`config.mk`:
```
export PLATFORM = sky130hd
export DESIGN_NAME = prog_loader
export DESIGN_NICKNAME = d
export VERILOG_FILES = /design/src/rtl/prog_loader.sv
export SDC_FILE = /design/constraint.sdc
export NUM_CORES = 1
export LEC_CHECK = 0
export ABC_AREA = 1
export BUFFER_PORTS_ARGS = -buffer_cell sky130_fd_sc_hd__buf_2
export CAP_MARGIN = 10
export CELL_PAD_IN_SITES_DETAIL_PLACEMENT = 1
export CELL_PAD_IN_SITES_GLOBAL_PLACEMENT = 1
export CORE_MARGIN = 4
export CORE_UTILIZATION = 37
export CTS_CLUSTER_DIAMETER = 60
export CTS_CLUSTER_SIZE = 24
export DETAILED_ROUTE_END_ITERATION = 10
export PLACE_DENSITY = 0.86
export REMOVE_ABC_BUFFERS = 1
export SETUP_SLACK_MARGIN = 0.05
export SLEW_MARGIN = 10
export SYNTH_ARGS = -nofsm -noshare
export SYNTH_HDL_FRONTEND = slang
export SYNTH_SLANG_ARGS = --single-unit
```
`constraint.sdc`:
```
create_clock -name clk -period 1.5 [get_ports clk]
set_input_delay 0.3 -clock clk [delete_from_list [all_inputs] [get_ports clk]]
set_output_delay 0.3 -clock clk [all_outputs]
set_load 0.01 [all_outputs]
```
`src/rtl/prog_loader.sv`:
```
// prog_loader: boot-stage frame receiver. It parses SYNC/BASE/COUNT/(HI,LO)*/CSUM
// frames from a byte stream, writes each word into CPU program RAM and releases the
// CPU (PC_Enable) only once the frame checksum verifies.
module prog_loader #(
    parameter int unsigned DATA_W    = 11,
    parameter int unsigned ADDR_W    = 3,
    parameter logic [7:0]  SYNC_BYTE = 8'hA5,
    parameter int unsigned TIMEOUT   = 255
) (
    input  logic              clk,
    input  logic              reset,
    input  logic              rx_valid,
    input  logic [7:0]        rx_data,
    output logic [DATA_W-1:0] RAM_Write_Data,
    output logic [ADDR_W-1:0] RAM_Write_Address,
    output logic              RAM_Write_Enable,
    output logic              PC_Enable,
    output logic              busy,
    output logic              done,
    output logic              error
);

    localparam int unsigned HI_W  = DATA_W - 8;
    localparam int unsigned DEPTH = 1 << ADDR_W;
    localparam int unsigned TW    = $clog2(TIMEOUT + 1);

    localparam logic [2:0] StIdle   = 3'd0;
    localparam logic [2:0] StAddr   = 3'd1;
    localparam logic [2:0] StCount  = 3'd2;
    localparam logic [2:0] StDataHi = 3'd3;
    localparam logic [2:0] StDataLo = 3'd4;
    localparam logic [2:0] StCheck  = 3'd5;
    localparam logic [2:0] StRun    = 3'd6;
    localparam logic [2:0] StError  = 3'd7;

    logic [2:0]        state_q, state_d;
    logic [ADDR_W-1:0] addr_q, addr_d;
    logic [ADDR_W:0]   remaining_q, remaining_d;
    logic [HI_W-1:0]   hi_q, hi_d;
    logic [7:0]        csum_q, csum_d;
    logic [TW-1:0]     idle_q, idle_d;
    logic [DATA_W-1:0] wdata_d;
    logic [ADDR_W-1:0] waddr_d;
    logic              we_d;
    logic              in_frame;
    logic              busy_d;
    logic              is_sync;
    logic              count_ok;

    assign is_sync  = (rx_data == SYNC_BYTE);
    assign count_ok = (rx_data != 8'd0) && ({24'd0, rx_data} <= DEPTH);
    assign in_frame = (state_q == StAddr) || (state_q == StCount) || (state_q == StDataHi) ||
                      (state_q == StDataLo) || (state_q == StCheck);
    assign busy_d   = (state_d == StAddr) || (state_d == StCount) || (state_d == StDataHi) ||
                      (state_d == StDataLo) || (state_d == StCheck);

    // Next-state logic: frame parsing, checksum accumulation, write generation, timeout
    always_comb begin
        state_d     = state_q;
        addr_d      = addr_q;
        remaining_d = remaining_q;
        hi_d        = hi_q;
        csum_d      = csum_q;
        idle_d      = '0;
        wdata_d     = RAM_Write_Data;
        waddr_d     = RAM_Write_Address;
        we_d        = 1'b0;

        case (state_q)
            StIdle, StError: begin
                if (rx_valid && is_sync) begin
                    state_d = StAddr;
                    csum_d  = 8'd0;
                end
            end
            StAddr: begin
                if (rx_valid) begin
                    if (rx_data[7:ADDR_W] != '0) begin
                        state_d = StError;
                    end else begin
                        addr_d  = rx_data[ADDR_W-1:0];
                        csum_d  = csum_q + rx_data;
                        state_d = StCount;
                    end
                end
            end
            StCount: begin
                if (rx_valid) begin
                    if (!count_ok) begin
                        state_d = StError;
                    end else begin
                        remaining_d = rx_data[ADDR_W:0];
                        csum_d      = csum_q + rx_data;
                        state_d     = StDataHi;
                    end
                end
            end
            StDataHi: begin
                if (rx_valid) begin
                    if (rx_data[7:HI_W] != '0) begin
                        state_d = StError;
                    end else begin
                        hi_d    = rx_data[HI_W-1:0];
                        csum_d  = csum_q + rx_data;
                        state_d = StDataLo;
                    end
                end
            end
            StDataLo: begin
                if (rx_valid) begin
                    wdata_d     = {hi_q, rx_data};
                    waddr_d     = addr_q;
                    we_d        = 1'b1;
                    addr_d      = addr_q + ADDR_W'(1);
                    remaining_d = remaining_q - (ADDR_W + 1)'(1);
                    csum_d      = csum_q + rx_data;
                    state_d     = (remaining_q == (ADDR_W + 1)'(1)) ? StCheck : StDataHi;
                end
            end
            StCheck: begin
                // Words are already in RAM; a mismatch only withholds the CPU release
                if (rx_valid) begin
                    state_d = (rx_data == csum_q) ? StRun : StError;
                end
            end
            StRun: begin
                state_d = StRun;
            end
            default: begin
                state_d = StIdle;
            end
        endcase

        // Idle-cycle watchdog inside a frame; a byte on the expiry cycle still wins
        if (in_frame && !rx_valid) begin
            if (idle_q == TW'(TIMEOUT - 1)) begin
                state_d = StError;
            end else begin
                idle_d = idle_q + TW'(1);
            end
        end
    end

    // State and registered outputs; outputs are decoded from the next state
    always_ff @(posedge clk) begin
        if (reset) begin
            state_q           <= StIdle;
            addr_q            <= '0;
            remaining_q       <= '0;
            hi_q              <= '0;
            csum_q            <= 8'd0;
            idle_q            <= '0;
            RAM_Write_Data    <= '0;
            RAM_Write_Address <= '0;
            RAM_Write_Enable  <= 1'b0;
            PC_Enable         <= 1'b0;
            busy              <= 1'b0;
            done              <= 1'b0;
            error             <= 1'b0;
        end else begin
            state_q           <= state_d;
            addr_q            <= addr_d;
            remaining_q       <= remaining_d;
            hi_q              <= hi_d;
            csum_q            <= csum_d;
            idle_q            <= idle_d;
            RAM_Write_Data    <= wdata_d;
            RAM_Write_Address <= waddr_d;
            RAM_Write_Enable  <= we_d;
            PC_Enable         <= (state_d == StRun);
            busy              <= busy_d;
            done              <= (state_d == StRun);
            error             <= (state_d == StError);
        end
    end

endmodule

```
# ---- Word level (Yosys, flattened, before mapping)
# Cells that the tools add are included.
dict set report classes {
  eq_ne 26
  bitwise_logic 3
  n_addsub 4
  order_cmp 1
  n_reduce_logical 27
  n_mux 30
}
# operator n
set op_table {}
lappend op_table {{two-way mux 8 bit} 6}
lappend op_table {{two-way mux 3 bit} 14}
lappend op_table {{one-hot mux 8 bit (4 select lines)} 1}
lappend op_table {{== test 3 bit, second input constant} 8}
lappend op_table {{one-hot mux 3 bit (7 select lines)} 1}
lappend op_table {{== test 8 bit, second input constant} 2}
lappend op_table {{!= test 2 bit, second input constant} 7}
lappend op_table {{== test 3 x 2 -> 1 bit, second input constant} 4}
lappend op_table {{two-way mux 4 bit} 3}
lappend op_table {{adder 8 x 1 -> 8 bit, second input constant} 1}
lappend op_table {{adder 8 bit} 1}
lappend op_table {{== test 8 bit} 1}
lappend op_table {{less-or-equal comparator 8 x 4 -> 1 bit, second input constant} 1}
lappend op_table {{logical OR 1 bit} 8}
lappend op_table {{one-hot mux 4 bit (2 select lines)} 1}
lappend op_table {{AND reduction 4 bit} 2}
lappend op_table {{nonzero test 8 bit} 1}
lappend op_table {{AND reduction 7 bit} 1}
lappend op_table {{== test 3 x 1 -> 1 bit, second input constant} 2}
lappend op_table {{one-hot mux 3 bit (2 select lines)} 1}
lappend op_table {{OR reduction 2 bit} 3}
lappend op_table {{nonzero test 5 bit} 1}
lappend op_table {{== test 4 x 1 -> 1 bit, second input constant} 1}
lappend op_table {{nonzero test 2 bit} 2}
lappend op_table {{other kinds (13)} 18}
dict set report totals {
  elab_cells 103
  register_bits 47
}

# ---- Depth between registers and ports, before layout
dict set report depth {
  ltp_word 12
  ltp_mapped 12
  mapped_depth_nobuf 11
}

# ---- Least setup slack after synthesis
# No wires, ideal clock.
dict set report synth_path {
  path_kind {in2reg}
  start {in rx_data[0]}
  end {reg csum_q[4]}
  n_path_buf 0
  path_stages 8
  slack_ns -0.043
  arrival_time_ns 1.473
  path_cell_list {ha_1 -> fa_1 -> nand3_1 -> nand3_1 -> xor2_1 -> nor2_1 -> nand2_1 -> a21oi_1}
}
dict set report synth_via {
  elab_chain_len 4
}
# element line
set synth_lines {}
lappend synth_lines {{from (decl)} 13} ;# input logic [7:0] rx_data,
lappend synth_lines {{adder 8 bit (tied with other cells)} --}
lappend synth_lines {{two-way mux 8 bit (tied with other cells)} {78, 100}}
lappend synth_lines {{two-way mux 8 bit (tied with other cells)} 99} ;# if (rx_valid) begin
lappend synth_lines {{one-hot mux 8 bit (4 select lines) or AND reduction 7 bit (tied branches)} --}
lappend synth_lines {{to (signal assigned)} 165} ;# csum_q <= csum_d;
lappend synth_lines {{to (decl)} 40} ;# logic [7:0] csum_q, csum_d;
# Several ways; a longest one is shown, not always the timed one. The select of a mux whose other input is x is not followed.
# A chain may end at the register's enable or synchronous reset.

# ---- Worst setup path after layout
dict set report layout_path {
  start {reg state_q[0]}
  end {reg csum_q[1]}
}
dict set report layout_via {
  elab_chain_len 4
}
# element line
set layout_lines {}
lappend layout_lines {{from (decl)} 36} ;# logic [2:0] state_q, state_d;
lappend layout_lines {{from (signal assigned)} 147} ;# state_q <= StIdle;
lappend layout_lines {{from (signal assigned)} 161} ;# state_q <= state_d;
lappend layout_lines {{== test 3 bit (tied with other cells)} 69} ;# case (state_q)
lappend layout_lines {{OR reduction 2 bit (on tied branches)} --}
lappend layout_lines {{!= test 2 bit (no line) (tied with other cells)} --}
lappend layout_lines {{AND reduction 7 bit (no line)} --}
# Several ways; a longest one is shown, not always the timed one.

==> results <==
- In this run the power density over the cells is 1560 nW/um^2.
- The final number of max-transition violations was 0.
- Across the VDD grid, the largest voltage drop is 558 uV.
- The tool flagged a number of max-cap violations equal to 0.
- The library cell used most frequently in the layout, excluding fill and tap cells, is sky130_fd_sc_hd__nand2_1.
- The via count of the first global-routing pass is 2987.
- Setup repair after global routing could not meet its margin everywhere.
- The total CTS buffers is 5.
- The aggregate negative setup slack is -1950 ps.
- The switching power is 2.68 mW.
- The met2 layer usage reported by global route is 40.5%.
- The number of DRC violations after detailed routing is 0.
- The hold-fix buffer count after cts is 0.
- Summing the areas of all compound-gate instances in the mapped netlist gives 11.4% of the synthesized area.
- The clock reaches the later pin of the worst-skew pair after 340 ps.
- The required time of the critical path is 1730 ps.
- The share of total power in combinational logic is 54.7%.
- The count of standard-cell rows is 30.
- Net switching is 45.8% of the power.
- The first global-routing pass estimated 14600 microns of wire.
- The synthesized netlist contains 31 unique library cells.
- The power share of the sequential group is 27.6%.
- The checks that failed: negative setup slack.
- The ratio of cells with drive above 1 in the final layout is 43.1%.
- The cell at the slowest stage of the critical path is sky130_fd_sc_hd__dfxtp_2.
- The number of antenna violations at the first check in global routing was 0.
- Synthesis produced a netlist whose cell count is 376.
- The clock skew after layout is 17.1 ps.
- The clock-pin slew on the worst setup and hold paths is 100 ps.
- Port buffering added 29 buffers.
- From synthesis to final layout, the design area changed by 44.8%.
- The maximum clock insertion buffer count is 2.
- The met3 layer usage reported by global route is 3.94%.
- For this run, the slowest stage of the critical path takes 350 ps.
- Across every metal layer, demand over resource in global routing totals 21.8%.
- The routed design could run at a clock period as short as 1830 ps.
- After detailed routing, the number of vias per cell comes to 5.64.
- The placer congestion estimate is 0.853.
- The part of the total power dissipated in the clock network is 17.8%.
- For this run, the post-layout net count is 485.
- The largest fanout of any net on the critical path is 8.
- Ranked by total cell area, the synthesized netlist is headed by sky130_fd_sc_hd__dfxtp_1, sky130_fd_sc_hd__nand2_1, sky130_fd_sc_hd__nand3_1.
- The mean instance size in the synthesized netlist is 6.89 sq um.
- The part of the Yosys area used for sequential elements is 36.3%.
- The leading area contributor after synthesis is sky130_fd_sc_hd__dfxtp_1.
- For met1 alone, demand over resource in global routing was 24.2%.
- The leakage power is 1.72 nW.
- The critical setup path kind is flip-flop to flip-flop.
- The worst path arrival time is 2070 ps.
- The number of antenna diodes in the final layout is 0.
- The maximum level of the CTS H-tree is 2.
- The portion of netlist area occupied by mux cells is 0%.
- Once the floorplan was initialized, standard cells occupied 38.2% of the core.
- The proportion of netlist area held by the largest area contributor is 36.3%.
- The library cells used most frequently in the layout, excluding fill and tap cells, are sky130_fd_sc_hd__nand2_1, sky130_fd_sc_hd__buf_4, sky130_fd_sc_hd__dfxtp_1, sky130_fd_sc_hd__nor2_1, sky130_fd_sc_hd__buf_2.
- The height of the chip is 91.7 microns.
- The signal on the critical path passes through buf_6, buf_4, nor2_2, nand2_1, inv_2, nand2_2, inv_1, nor2_4, nand3_1, a21oi_1.
- After Yosys synthesis, XOR and XNOR cells account for 4.05% of the synthesized area.
- Before antenna repair, the detailed router went through 5 iterations.
- For this run, the number of Yosys warnings is 0.
- The violation count after the first detailed-routing iteration is 209.
- The cell area after technology mapping is 2590 sq um.
- Setup violations remaining at the end of the flow were counted as 17.
- TritonCTS built the clock tree.
- The measured slew at the worst slew-check pin is 448 ps.
- The number of primary I/O pins is 30.
- The flow ran to the end, but the final reports show violations.
- The sink count of the clock tree is 47.
- At the end of the flow the core is filled with cells to 55.2%.
- The maximum number of pins on one net before global-route repair is 17.
- STA classifies the critical path endpoint as a flip-flop.
- After global routing, the most crowded layer is met2.
- The buffering stage count on the worst path with inverters included is 4.
- The width of the die is 91.7 microns.
- Of the total synthesized cell area, the portion taken by full adders, half adders and majority gates is 6.56%.
- The area inside the core boundary is 6790 sq um.
- Summing internal, switching and leakage power gives 5.85 mW.
- Dividing the final minimum period by the clock period gives 122%.
- Timing would allow up to 546 MHz.
- The flip-flop and latch count after synthesis is 47.
- On the final layout, the worst hold slack is 297 ps.
- The final cell count without fillers is 558.
- The die covers 8410 sq um.
- The worst setup slack after layout is -332 ps.
- Internal power comes to 3.17 mW.
- The detail route stage leaves a number of antenna-violating nets equal to 0.
- The fraction of the mapped netlist area in simple logic gates is 33.8%.
- The total global routing overflow is 0.
- STA classifies the critical path startpoint as a flip-flop.
- The post-detailed-placement half-perimeter wirelength is 6220 microns.
- The final hold violation count was 0.
- Summed over all layers, the routed wires come to 12000 microns.
- By area, the combinational part of the netlist is dominated by simple AND/OR/NAND/NOR gates.
- The classification of the worst-slack hold path is input port to flip-flop.
- Dividing the detail-routed wire length by the instance count gives 21.5 microns.
- The cell chosen for the clock root is sky130_fd_sc_hd__clkbuf_8.
- The cell family contributing the most delay on the critical path is simple AND/OR/NAND/NOR gates.
- The total via count in the routed design is 3147.
- The worst pin sits at a relative slew slack of 70.0%.
- The cell count after placement is 531.
- Counting the fill cells in the layout gives 838.
[worst register-to-register path, stage by stage (launching register included)]
cell and delay [ps]:
sky130_fd_sc_hd__dfxtp_2 350, sky130_fd_sc_hd__buf_6 140, sky130_fd_sc_hd__buf_4 140, sky130_fd_sc_hd__nor2_2 50
sky130_fd_sc_hd__nand2_1 120, sky130_fd_sc_hd__inv_2 80, sky130_fd_sc_hd__nand2_2 90, sky130_fd_sc_hd__inv_1 80
sky130_fd_sc_hd__nor2_4 250, sky130_fd_sc_hd__nand3_1 210, sky130_fd_sc_hd__a21oi_1 230
[registers in the layout, indices dropped and copies added, names as in the netlist]
| name | cells |
|---|---|
| RAM_Write_Address | 3 |
| RAM_Write_Data | 11 |
| RAM_Write_Enable | 1 |
| addr_q | 3 |
| busy | 1 |
| csum_q | 8 |
| done | 1 |
| error | 1 |
| hi_q | 3 |
| idle_q | 8 |
| remaining_q | 4 |
| state_q | 3 |
[power groups by stage]
| stage | Clock (mW) | Sequential, mW | Combinational [mW] |
|---|---|---|---|
| final | 1.04 | 1.61 | 3.20 |
| after global routing | 1.08 | 1.63 | 3.40 |
| after CTS | 1.01 | 1.56 | 2.40 |
| after detailed placement | 0 | 1.56 | 2.20 |
| after global placement | 0 | 1.55 | 2.08 |
| after floorplan | 0 | 1.58 | 1.30 |
[layout make-up]
cell class	count	area, sq um	share of cell area, %
clock buffer	5	68.8	1.83
clock inverter	3	46.3	1.23
inverter	38	148	3.93
timing repair buffer	90	612	16.3
tap	96	120	3.20
sequential	47	972	25.9
multi-input combinational	279	1790	47.6
[path summary, 6_finish.rpt]
path,start,depth (start not counted),slack [ps],end
min,rx_data[5],3,300,RAM_Write_Data[5]
max reg2reg,state_q[0],10,-330,csum_q[1]
max,state_q[0],10,-330,csum_q[1]
min reg2reg,idle_q[0],1,430,idle_q[0]
[Yosys cell counts, drive strengths merged]
cell	n
o221a	1
fa	1
or2	1
xnor2	3
nor3b	1
o21ai	15
inv	38
nand2	105
a21o	1
buf	6
clkbuf	6
nand4	8
xor2	9
a21oi	32
ha	12
a21boi	1
nor2	46
nor3	2
nand3	38
a31oi	3
dfxtp	47
[cells by family after synthesis]
group	count (synthesis)
adder cells (fa/ha/maj)	13
flip-flops	47
buffers and inverters	50
AND/OR/NAND/NOR	201
XOR/XNOR	12
AO/OA/AOI/OAI	53
[per-stage QoR]
step	cell area (sq um)	worst slack (ps)
after floorplan	2530	-42.9
after global routing	3750	-352
after detailed placement	3110	-299
final	3750	-332
after CTS	3390	-101
after global placement	3110	-235
[repair_timing]
item,in CTS,in global routing
setup buffers,2,16
pin swaps,11,22
cloned,0,1
endpoints found under the setup margin,18,38
resized for setup,32,76
[metal layers]
| layer | routed length (microns) | share of wire, % |
|---|---|---|
| met3 | 798 | 6.6 |
| met4 | 684 | 5.7 |
| met2 | 5940 | 49 |
| met5 | 0 | 0 |
| met1 | 4590 | 38 |
(Power assumes the default switching activity.)
